## src/rtl/rom_word_writer.sv

```systemverilog
// rom_word_writer: packs the ROM loader byte stream into little-endian 16-bit
// words, buffers them in a small FIFO and writes them to cartridge memory over
// a single-outstanding req/ack port. Reports busy/done, byte count, overflow.
module rom_word_writer #(
  parameter int ADDR_WIDTH = 21,
  parameter int BASE_ADDR  = 0,
  parameter int FIFO_DEPTH = 4
) (
  input  logic                  clk,
  input  logic                  reset,
  input  logic [7:0]            din,
  input  logic                  din_valid,
  input  logic                  loading,
  output logic                  mem_req,
  output logic [ADDR_WIDTH-1:0] mem_addr,
  output logic [15:0]           mem_wdata,
  input  logic                  mem_ack,
  output logic                  busy,
  output logic                  done,
  output logic [ADDR_WIDTH:0]   byte_count,
  output logic                  overflow
);

  localparam int PTR_W = (FIFO_DEPTH > 1) ? $clog2(FIFO_DEPTH) : 1;
  localparam logic [ADDR_WIDTH-1:0] BASE = ADDR_WIDTH'(BASE_ADDR);
  localparam logic [PTR_W:0] FULL_COUNT = (PTR_W+1)'(FIFO_DEPTH);

  typedef enum logic [2:0] {
    S_WAIT,
    S_LOAD,
    S_FLUSH,
    S_DRAIN,
    S_DONE
  } state_t;

  state_t state_reg, state_next;

  // Packing state: phase_reg=1 means a low (even) byte is pending in low_reg.
  logic       phase_reg;
  logic [7:0] low_reg;

  // Word FIFO: plain array so it maps onto RAM; the read is registered
  // straight into the write-port data register.
  logic [15:0]      fifo_mem [FIFO_DEPTH];
  logic [PTR_W-1:0] wr_ptr_reg, rd_ptr_reg;
  logic [PTR_W:0]   count_reg;

  logic                  mem_req_reg;
  logic [ADDR_WIDTH-1:0] mem_addr_reg;
  logic [15:0]           mem_wdata_reg;
  logic [ADDR_WIDTH:0]   byte_count_reg;
  logic                  overflow_reg;

  logic        accept;
  logic        pad_push;
  logic        push;
  logic [15:0] push_data;
  logic        pop;
  logic        fifo_full;
  logic        push_ok;
  logic        drop;
  logic        ack_ok;

  // Datapath strobes derived from the current state and inputs.
  always_comb begin
    accept    = (state_reg == S_LOAD) && din_valid;
    pad_push  = (state_reg == S_FLUSH) && phase_reg;
    push      = (accept && phase_reg) || pad_push;
    push_data = pad_push ? {8'hFF, low_reg} : {din, low_reg};
    pop       = !mem_req_reg && (count_reg != '0);
    fifo_full = (count_reg == FULL_COUNT);
    // A pop in the same cycle frees the slot, so that push is not a drop.
    push_ok   = push && (!fifo_full || pop);
    drop      = push && fifo_full && !pop;
    ack_ok    = mem_req_reg && mem_ack;
  end

  // FSM state register.
  always_ff @(posedge clk) begin
    if (reset) state_reg <= S_WAIT;
    else       state_reg <= state_next;
  end

  // FSM next-state logic; DONE is terminal until reset.
  always_comb begin
    state_next = state_reg;
    unique case (state_reg)
      S_WAIT:  if (loading) state_next = S_LOAD;
      S_LOAD:  if (!loading) state_next = S_FLUSH;
      S_FLUSH: state_next = S_DRAIN;
      S_DRAIN: if ((count_reg == '0) && !mem_req_reg) state_next = S_DONE;
      S_DONE:  state_next = S_DONE;
      default: state_next = S_WAIT;
    endcase
  end

  // Byte pairing: even byte waits in low_reg, odd byte completes the word.
  always_ff @(posedge clk) begin
    if (reset) begin
      phase_reg <= 1'b0;
      low_reg   <= 8'h00;
    end else if (accept) begin
      phase_reg <= ~phase_reg;
      if (!phase_reg) low_reg <= din;
    end else if (pad_push) begin
      phase_reg <= 1'b0;
    end
  end

  // FIFO storage write; no reset so it can live in RAM.
  always_ff @(posedge clk) begin
    if (push_ok) fifo_mem[wr_ptr_reg] <= push_data;
  end

  // FIFO pointers and occupancy.
  always_ff @(posedge clk) begin
    if (reset) begin
      wr_ptr_reg <= '0;
      rd_ptr_reg <= '0;
      count_reg  <= '0;
    end else begin
      if (push_ok) wr_ptr_reg <= wr_ptr_reg + 1'b1;
      if (pop)     rd_ptr_reg <= rd_ptr_reg + 1'b1;
      unique case ({push_ok, pop})
        2'b10:   count_reg <= count_reg + 1'b1;
        2'b01:   count_reg <= count_reg - 1'b1;
        default: count_reg <= count_reg;
      endcase
    end
  end

  // Write port: load a request from the FIFO head when idle, hold until ack.
  always_ff @(posedge clk) begin
    if (reset) begin
      mem_req_reg   <= 1'b0;
      mem_wdata_reg <= 16'h0000;
      mem_addr_reg  <= BASE;
    end else begin
      if (pop) begin
        mem_req_reg   <= 1'b1;
        mem_wdata_reg <= fifo_mem[rd_ptr_reg];
      end else if (ack_ok) begin
        mem_req_reg <= 1'b0;
      end
      // Address wraps naturally at 2^ADDR_WIDTH.
      if (ack_ok) mem_addr_reg <= mem_addr_reg + 1'b1;
    end
  end

  // Saturating byte counter and sticky overflow flag.
  always_ff @(posedge clk) begin
    if (reset) begin
      byte_count_reg <= '0;
      overflow_reg   <= 1'b0;
    end else begin
      if (accept && (byte_count_reg != '1)) byte_count_reg <= byte_count_reg + 1'b1;
      if (drop) overflow_reg <= 1'b1;
    end
  end

  assign mem_req    = mem_req_reg;
  assign mem_addr   = mem_addr_reg;
  assign mem_wdata  = mem_wdata_reg;
  assign byte_count = byte_count_reg;
  assign overflow   = overflow_reg;
  assign busy       = (state_reg == S_LOAD) || (state_reg == S_FLUSH) || (state_reg == S_DRAIN);
  assign done       = (state_reg == S_DONE);

endmodule

```

## config.mk

```make
export PLATFORM = sky130hd
export DESIGN_NAME = rom_word_writer
export DESIGN_NICKNAME = d
export VERILOG_FILES = /design/src/rtl/rom_word_writer.sv
export SDC_FILE = /design/constraint.sdc
export NUM_CORES = 1
export LEC_CHECK = 0
export ABC_AREA = 1
export ABC_CLOCK_PERIOD_IN_PS = 4000
export CAP_MARGIN = 20
export CORE_MARGIN = 2
export CORE_UTILIZATION = 40
export CTS_CLUSTER_DIAMETER = 120
export DETAILED_ROUTE_END_ITERATION = 12
export PLACE_DENSITY = 0.6
export SYNTH_ARGS = -nofsm -noshare
export SYNTH_HDL_FRONTEND = slang
export SYNTH_SLANG_ARGS = --single-unit
```

## constraint.sdc

```tcl
create_clock -name clk -period 4 [get_ports clk]
set_input_delay 0.6 -clock clk [delete_from_list [all_inputs] [get_ports clk]]
set_output_delay 0.6 -clock clk [all_outputs]
set_load 0.005 [all_outputs]
```

# Word level (Yosys, flattened, before mapping)
# Memories as Yosys holds them, arrays and structs flattened. A register that Yosys moved wholly into a read port is not among the register bits.
# Cells that the tools add are included.
[totals] reg_bits=64 ram_bits=64 output_inout_bits=63 memories=1
[mem_list] name="fifo_mem" depth=4 word_bits=16 rd=1 rd_ports_with_merged_regs=1 wr=1 line="44" source="logic [15:0] fifo_mem [FIFO_DEPTH];"
[op_classes] n_addsub=6 eq_ne=11 muxes=12 n_bitwise=1 reduce_logical=25
[ops] op="$add 22x1->22 const B" count=1
[ops] op="$ne 22x22->1 const B" count=1
[ops] op="$add 21x1->21 const B" count=1
[ops] op="$mux 16" count=1
[ops] op="$pmux 3 s5" count=1
[ops] op="$logic_and 1x1->1" count=10
[ops] op="$mux 3" count=3
[ops] op="$eq 3x2->1 const B" count=2
[ops] op="$eq 3x3->1 const B" count=2
[ops] op="$logic_not 3->1" count=2
[ops] op="$mux 1" count=6
[ops] op="$ne 2x2->1 const B" count=3
[ops] op="$pmux 3 s2" count=1
[ops] op="$reduce_bool 2->1" count=3
[ops] op="$add 2x1->2 const B" count=2
[ops] op="$logic_or 1x1->1" count=4
[ops] op="$add 3x1->3 const B" count=1
[ops] op="$eq 3x1->1 const B" count=1
[ops] op="$logic_not 1->1" count=3
[ops] op="$reduce_and 3->1" count=1
[ops] op="$reduce_bool 3->1" count=1
[ops] op="$sub 3x1->3 const B" count=1
[ops] op="$eq 2x1->1 const B" count=1
[ops] op="$eq 2x2->1 const B" count=1
[ops] op="2 further kinds" count=2

# Logic depth before layout (Yosys ltp)
# Gate-level depths: netlist of the first run.
[logic_depth] ltp_word=7 ltp_mapped=12

# Worst setup path after synthesis of the first run
# OpenSTA, ideal clock, no wires.
[synth_path] kind="input to register" start="input din_valid" end="memory fifo_mem[0][0], enable pin" t_arrival_ns=1.686 required_ns=3.611 slack_ns=1.925 cell_stages=4 n_path_buf=0 cell_sequence="nand4_1 > nand2_1 > nand2_2 > nor2_1"
[synth_between] elab_chain_cells=6
[synth_rtl] element="start: declaration" line="12" source="input logic din_valid,"
[synth_rtl] element="$logic_and 1x1->1" line="66" source="accept = (state_reg == S_LOAD) && din_valid;"
[synth_rtl] element="$logic_and 1x1->1" line="68" source="push = (accept && phase_reg) || pad_push;"
[synth_rtl] element="$logic_or 1x1->1" line="68"
[synth_rtl] element="$logic_and 1x1->1" line="73" source="push_ok = push && (!fifo_full || pop);"
[synth_rtl] element="$mux 1" line="112" source="if (push_ok) fifo_mem[wr_ptr_reg] <= push_data;"
[synth_rtl] element="$mux 1 (not written as such)" line="112"
[synth_rtl] element="end: declaration" line="44"
# No other way between the ends.

# Worst setup path after layout of the first run
[layout_path] start="register state_reg[2]" end="register count_reg[2]"
[layout_between] elab_chain_cells=7 elab_cells_between_ends=11 cone_classes="eq/ne (4); mux (1); reduce/logical (6)"
[layout_rtl] element="start: declaration" line="36" source="state_t state_reg, state_next;"
[layout_rtl] element="start signal: assignment" line="81" source="else state_reg <= state_next;"
[layout_rtl] element="$eq 3x1->1" line="66"
[layout_rtl] element="$logic_and 1x1->1" line="66"
[layout_rtl] element="$logic_and 1x1->1" line="68"
[layout_rtl] element="$logic_or 1x1->1 (*)" line="68"
[layout_rtl] element="$logic_and 1x1->1 (*)" line="73"
[layout_rtl] element="$eq 2x1->1 / $eq 2x2->1 (equally long branches)" line="124" source="unique case ({push_ok, pop})"
[layout_rtl] element="$pmux 3 s2 / $reduce_bool 2->1 (equally long branches)"
[layout_rtl] element="end signal: assignment" line="125" source="2'b10: count_reg <= count_reg + 1'b1;"
[layout_rtl] element="end signal: assignment" line="126" source="2'b01: count_reg <= count_reg - 1'b1;"
[layout_rtl] element="end signal: assignment" line="127" source="default: count_reg <= count_reg;"
[layout_rtl] element="end: declaration" line="46" source="logic [PTR_W:0] count_reg;"
# Every way passes the cells marked *; elsewhere a longest branch is shown, timed or not.
# A chain may end at the register's enable or synchronous reset.

==> results of run 1 <==
cell type report:
class	instances	area, um2	share of cell area (%)
inverter	55	210	2.68
multi-input combinational	489	2460	31.4
clock inverter	9	115	1.47
clock buffer	23	448	5.72
sequential	144	3520	45.0
timing repair buffer	83	811	10.3
tap	211	264	3.37
cell usage after synthesis (2+ instances only):
master	n
xor2_1	8
a21oi_1	37
a21oi_2	10
nor2_2	3
nand4_1	5
inv_2	4
clkbuf_1	17
nand3_1	36
nor2_1	134
buf_6	2
inv_1	47
nand2_4	3
nor2_4	6
nand2_2	16
dfxtp_1	80
nand2_1	112
a31oi_1	17
nor3_1	12
buf_2	6
clkinv_1	2
ha_1	6
edfxtp_1	64
xnor2_1	5
nand3b_1	4
o21ai_0	64
metal layers:
| metal | vias to the layer above | wire (um) | GRT usage, % |
|---|---|---|---|
| met2 | 108 | 6690 | 30.0 |
| met1 | 2265 | 6530 | 22.5 |
| met5 | - | 0 | 0 |
| met3 | 15 | 703 | 4.96 |
| li1 | 2538 | - | - |
| met4 | 0 | 208 | 6.51 |
power by group through the flow:
stage               logic, mW  clock network [mW]  registers (mW)
global route             1.03                1.62            1.78
detailed placement      0.905                   0            1.80
floorplan               0.564                   0            1.77
CTS                     0.908                1.57            1.77
global placement        0.878                   0            1.79
finish                  0.889                1.54            1.76
logic make-up (layout without fill, tap and decap cells):
| family | Yosys count | after routing | synth area share, % |
|---|---|---|---|
| compound gates | 132 | 132 | 11.7 |
| buf+inv | 81 | 170 | 5.47 |
| xor+xnor | 13 | 13 | 1.80 |
| fa+ha+maj | 7 | 7 | 1.50 |
| flops | 144 | 144 | 55.6 |
| simple gates | 337 | 337 | 23.9 |
critical path: cells and delay by family, from the launching register on:
family | cells | cell delay, ns
AO/OA/AOI/OAI | 1 | 0.17
AND/OR/NAND/NOR | 7 | 1.13
flip-flops | 1 | 0.41
adder cells (fa/ha/maj) | 1 | 0.41
buffers and inverters | 1 | 0.06
how the worst max path moves through the flow:
| stage | endpoint | slack [ns] | startpoint |
|---|---|---|---|
| after floorplan | fifo_mem[0][0] | 1.93 | din_valid |
| after CTS | count_reg[2] | 1.67 | state_reg[2] |
| after global placement | count_reg[2] | 1.51 | din_valid |
| after global routing | count_reg[2] | 1.43 | state_reg[2] |
| final | count_reg[2] | 1.70 | state_reg[2] |
| after detailed placement | count_reg[2] | 1.41 | din_valid |
==> qor.yml, run 1 <==
status: "completed"
final-hold-violation-count: 0
intPower_mw: 3.01
antenna_found_initial: 0
holdPathEnd: "overflow"
synth.area.top_cells: "edfxtp_1, dfxtp_1, nor2_1, nand2_1, o21ai_0"
tightest_slew_ns: 0.884
grt_max_degree: 37
via_per_inst: 4.86
final_cells: 1014
area_delta_synth_final_pct: 23.7
die_x_um: 130
cts_buffer_depth: 2
skew_ns: 0.00725
critPathKind: "flip-flop to flip-flop"
n_antenna_cell: 0
pwr_density_cell_nw_per_um2: 535
setup-violations-final: 0
place.gp.congestion: 0.827
vias: 4926
cts_hold_buffers: 0
synth_ff_type: "dfxtp_1"
start_util_pct: 41.4
max_stage_delay_ns: 0.41
hpwl_um: 9370
synth_edf_count: 64
synth.avg_cell_area_um2: 8.87
post-route-min-period_ns: 2.30
preCtsSetupSlack_ns: 1.41
layout_common_cells: "nor2_1, nand2_1, dfxtp_1"
timing.hold.ws_ns: 0.480
drtPass1Iterations: 4
die_y_um: 130
remaining_drc_errors: 0
setup_ws_ns: 1.70
power_frac_comb_pct: 21.2
maxSlewViolCount: 0
core_area_um2: 15300
critPathLaunchType: "flip-flop"
clock_latency_ns: 0.42
dp_cells: 982
rrSetupSlack_ns: 1.70
ys_seq_area_share_pct: 55.6
ios: 76
postRouteAntennaNets: 0
path_clk_slew_ns: 0.06
cts_made_buffers: 17
ys_types: 39
hp-start: "overflow"
ys_ff_latch: 144
path_max_fanout: 11
grt_pass1_wl_um: 23500
syn_inst: 714
worst_hold_path_type: "flip-flop to flip-flop"
p_leak_nw: 2.81
cts_root_buffer: "clkbuf_16"
rows: 45
r2r-end: "count_reg[2]"
grt_overflow_total: 0
final_area_um2: 7840
slew_headroom_pct: 41.0
grt_usage_pct: 18.0
numPortBuffers: 75
final_util_pct: 51.2
post_cts_resized: 0
grt_pass1_vias: 4823
synthesis.nets: 734
seqPwrFrac_pct: 42.1
rsz0062_at_grt: "no"
routed_wl_um: 14100
worstRegToRegCells: 10
reg2reg_from: "state_reg[2]"
critPathArrivalTime_ns: 2.61
synthesis.area_um2: 6330
max_cap_violations: 0
period_share_pct: 57.6
crit_chain: "nor2_1, nand3_1, nand2_1, nand2_2, nand2_1, fa_1, inv_1, nand4_1, a21oi_1, nor2_1"
htreeDepth: 4
cts_setup_buffers: 0
drt-wirelength-per-cell_um: 13.9
switching_share_pct: 28.2
fmaxAchievable_mhz: 434
largest_reg_flops: 64
power.total_mw: 4.19
synth_top_area_cell: "edfxtp_1"
cts.sinks: 144
place_area_um2: 7270
ir_worst_vdd_mv: 0.324
endpoint_kind: "flip-flop"
tritoncts: "yes"
p_switching_mw: 1.18
layout.nets: 810
drive_gt1_share_pct: 9.71
layout_commonest_cell: "nor2_1"
drt_iter0_drc: 267
async_reset_ff_share_pct: 0
min_path_cells: 2
p_clk_share_pct: 36.7
crit_required_ns: 4.30
critPathSlowestCell: "dfxtp_1"
fillCellCount: 1453
synth_top_area_share_pct: 30.3
synth_warnings: 0
setup_tns_ns: 0
dieArea_um2: 16900
Power figures use the tool's default switching activity.
==> run 2: changes to the inputs <==
--- a/config.mk
+++ b/config.mk
@@ -6,7 +6,7 @@
 export NUM_CORES = 1
 export LEC_CHECK = 0
 export ABC_AREA = 1
-export ABC_CLOCK_PERIOD_IN_PS = 4000
+export ABC_CLOCK_PERIOD_IN_PS = 2300
 export CAP_MARGIN = 20
 export CORE_MARGIN = 2
 export CORE_UTILIZATION = 40
==> constraint.sdc (replaced) <==
create_clock -name clk -period 2.3 [get_ports clk]
set_input_delay 0.345 -clock clk [delete_from_list [all_inputs] [get_ports clk]]
set_output_delay 0.345 -clock clk [all_outputs]
set_load 0.005 [all_outputs]
==> run 2 against run 1 <==
Clock skew about the same. Worst hold slack better by 0.016 ns. Worst setup slack worse by 1.3 ns. Highest routed layer unchanged. Count of clock-buffer cells in the layout down 5. Sequential power up 73%. Global-route usage down 0.15 points. Routed wire length down 0.65%. Sequential cell count unchanged. Power up 77%. Final cell count up 0.39%.
==> qor.yml, run 2 (synthesis gave the netlist of run 1 again) <==
path_clk_slew_ns: 0.06  # about the same
cts.sinks: 144  # unchanged
place.gp.congestion: 0.811  # -2.0%
cts_setup_buffers: 0  # unchanged
grt_pass1_wl_um: 23400  # -0.50%
hpwl_um: 9280  # -0.94%
place_area_um2: 7360  # +1.2%
start_util_pct: 41.4  # unchanged
status: "completed"
numPortBuffers: 75  # unchanged
period_share_pct: 84.1
drt_iter0_drc: 263  # -1.5%
htreeDepth: 4  # unchanged
die_y_um: 130  # unchanged
grt_pass1_vias: 4837  # +0.29%
drt-wirelength-per-cell_um: 13.8  # -1.0%
cts_buffer_depth: 2  # unchanged
area_delta_synth_final_pct: 25.7
post-route-min-period_ns: 1.93
power.total_mw: 7.44  # +77%
cts_made_buffers: 17  # unchanged
maxSlewViolCount: 0  # unchanged
setup_tns_ns: 0  # unchanged
layout_commonest_cell: "nor2_1"
final_util_pct: 52.0  # +0.81 points
crit_start: "state_reg[1]"
ir_worst_vdd_mv: 0.513  # +58%
grt_usage_pct: 17.9  # -0.15 points
core_area_um2: 15300  # unchanged
path_max_fanout: 5  # -6
postRouteAntennaNets: 0  # unchanged
cts_hold_buffers: 0  # unchanged
die_x_um: 130  # unchanged
via_per_inst: 4.90  # +0.88%
pwr_density_cell_nw_per_um2: 934  # +75%
antenna_found_initial: 0  # unchanged
p_leak_nw: 2.86  # +1.8%
drtPass1Iterations: 4  # unchanged
remaining_drc_errors: 0  # unchanged
ios: 76  # unchanged
rows: 45  # unchanged
post_cts_resized: 0  # unchanged
vias: 4989  # +1.3%
final-hold-violation-count: 0  # unchanged
endpoint_kind: "output pin"
critPathArrivalTime_ns: 1.59  # -1.02 ns
grt_overflow_total: 0  # unchanged
fmaxAchievable_mhz: 517
layout.nets: 815  # +0.62%
tightest_slew_ns: 0.912  # +0.0282 ns
final_cells: 1018  # +0.39%
dieArea_um2: 16900  # unchanged
cts_root_buffer: "clkbuf_16"
dp_cells: 987  # +0.51%
tritoncts: "yes"
skew_ns: 0.00693  # -0.000318 ns
slew_headroom_pct: 39.1  # -1.9 points
crit_required_ns: 1.96  # -2.34 ns
grt_max_degree: 38  # +2.7%
setup-violations-final: 0  # unchanged
worst_hold_path_type: "flip-flop to flip-flop"
critPathKind: "flip-flop to output pin"
routed_wl_um: 14000  # -0.65%
largest_reg_flops: 64  # unchanged
layout_common_cells: "nor2_1, nand2_1, dfxtp_1"
reg2reg_from: "state_reg[2]"
critPathLaunchType: "flip-flop"
clock_latency_ns: 0.42  # about the same
max_cap_violations: 0  # unchanged
drive_gt1_share_pct: 10.9  # +1.2 points
rsz0062_at_grt: "no"
hp-start: "overflow"
final_area_um2: 7960  # +1.6%
n_antenna_cell: 0  # unchanged
-- run 2: worst max-delay path: stages, from the launching register on --
cell,delay [ns]
dfxtp_1,0.36
nor2_1,0.14
and2_1,0.15
clkdlybuf4s50_1,0.53
-- run 2: worst paths after layout --
| check | to | slack (ns) | depth (start not counted) |
|---|---|---|---|
| hold reg to reg | overflow | 0.50 | 2 |
| setup reg to reg | count_reg[2] | 0.37 | 10 |
| setup / recovery | done | 0.37 | 3 |
| hold / removal | overflow | 0.50 | 2 |
-- run 2: report_power, final --
group / switching (mW) / internal, mW
Sequential: 0.139 / 2.90
Clock: 1.01 / 1.79
Combinational: 0.929 / 0.664
Total: 2.08 / 5.35
-- run 2: layout make-up --
| type | instances | area, um2 |
|---|---|---|
| clock buffer | 18 | 429 |
| inverter | 55 | 210 |
| sequential | 144 | 3520 |
| tap | 211 | 264 |
| clock inverter | 13 | 170 |
| fill | 1439 | 7360 |
| multi-input combinational | 489 | 2460 |
| timing repair buffer | 88 | 898 |
-- run 2: per-layer routing --
metal	part of all wire [%]	vias to the layer above	global-route usage (%)	wire [um]
met5	0	-	0	0
met4	1.3	0	5.88	176
met3	6.1	16	6.36	856
met2	47	115	29.6	6670
met1	45	2315	21.8	6340
li1	-	2543	-	-
-- run 2: metrics by stage --
step	hold WS, ns	setup WS (ns)
CTS	0.495	0.337
finish	0.496	0.365
global placement	0.465	0.0837
detailed placement	0.472	0.0265
global route	0.513	0.177
floorplan	0.460	0.352
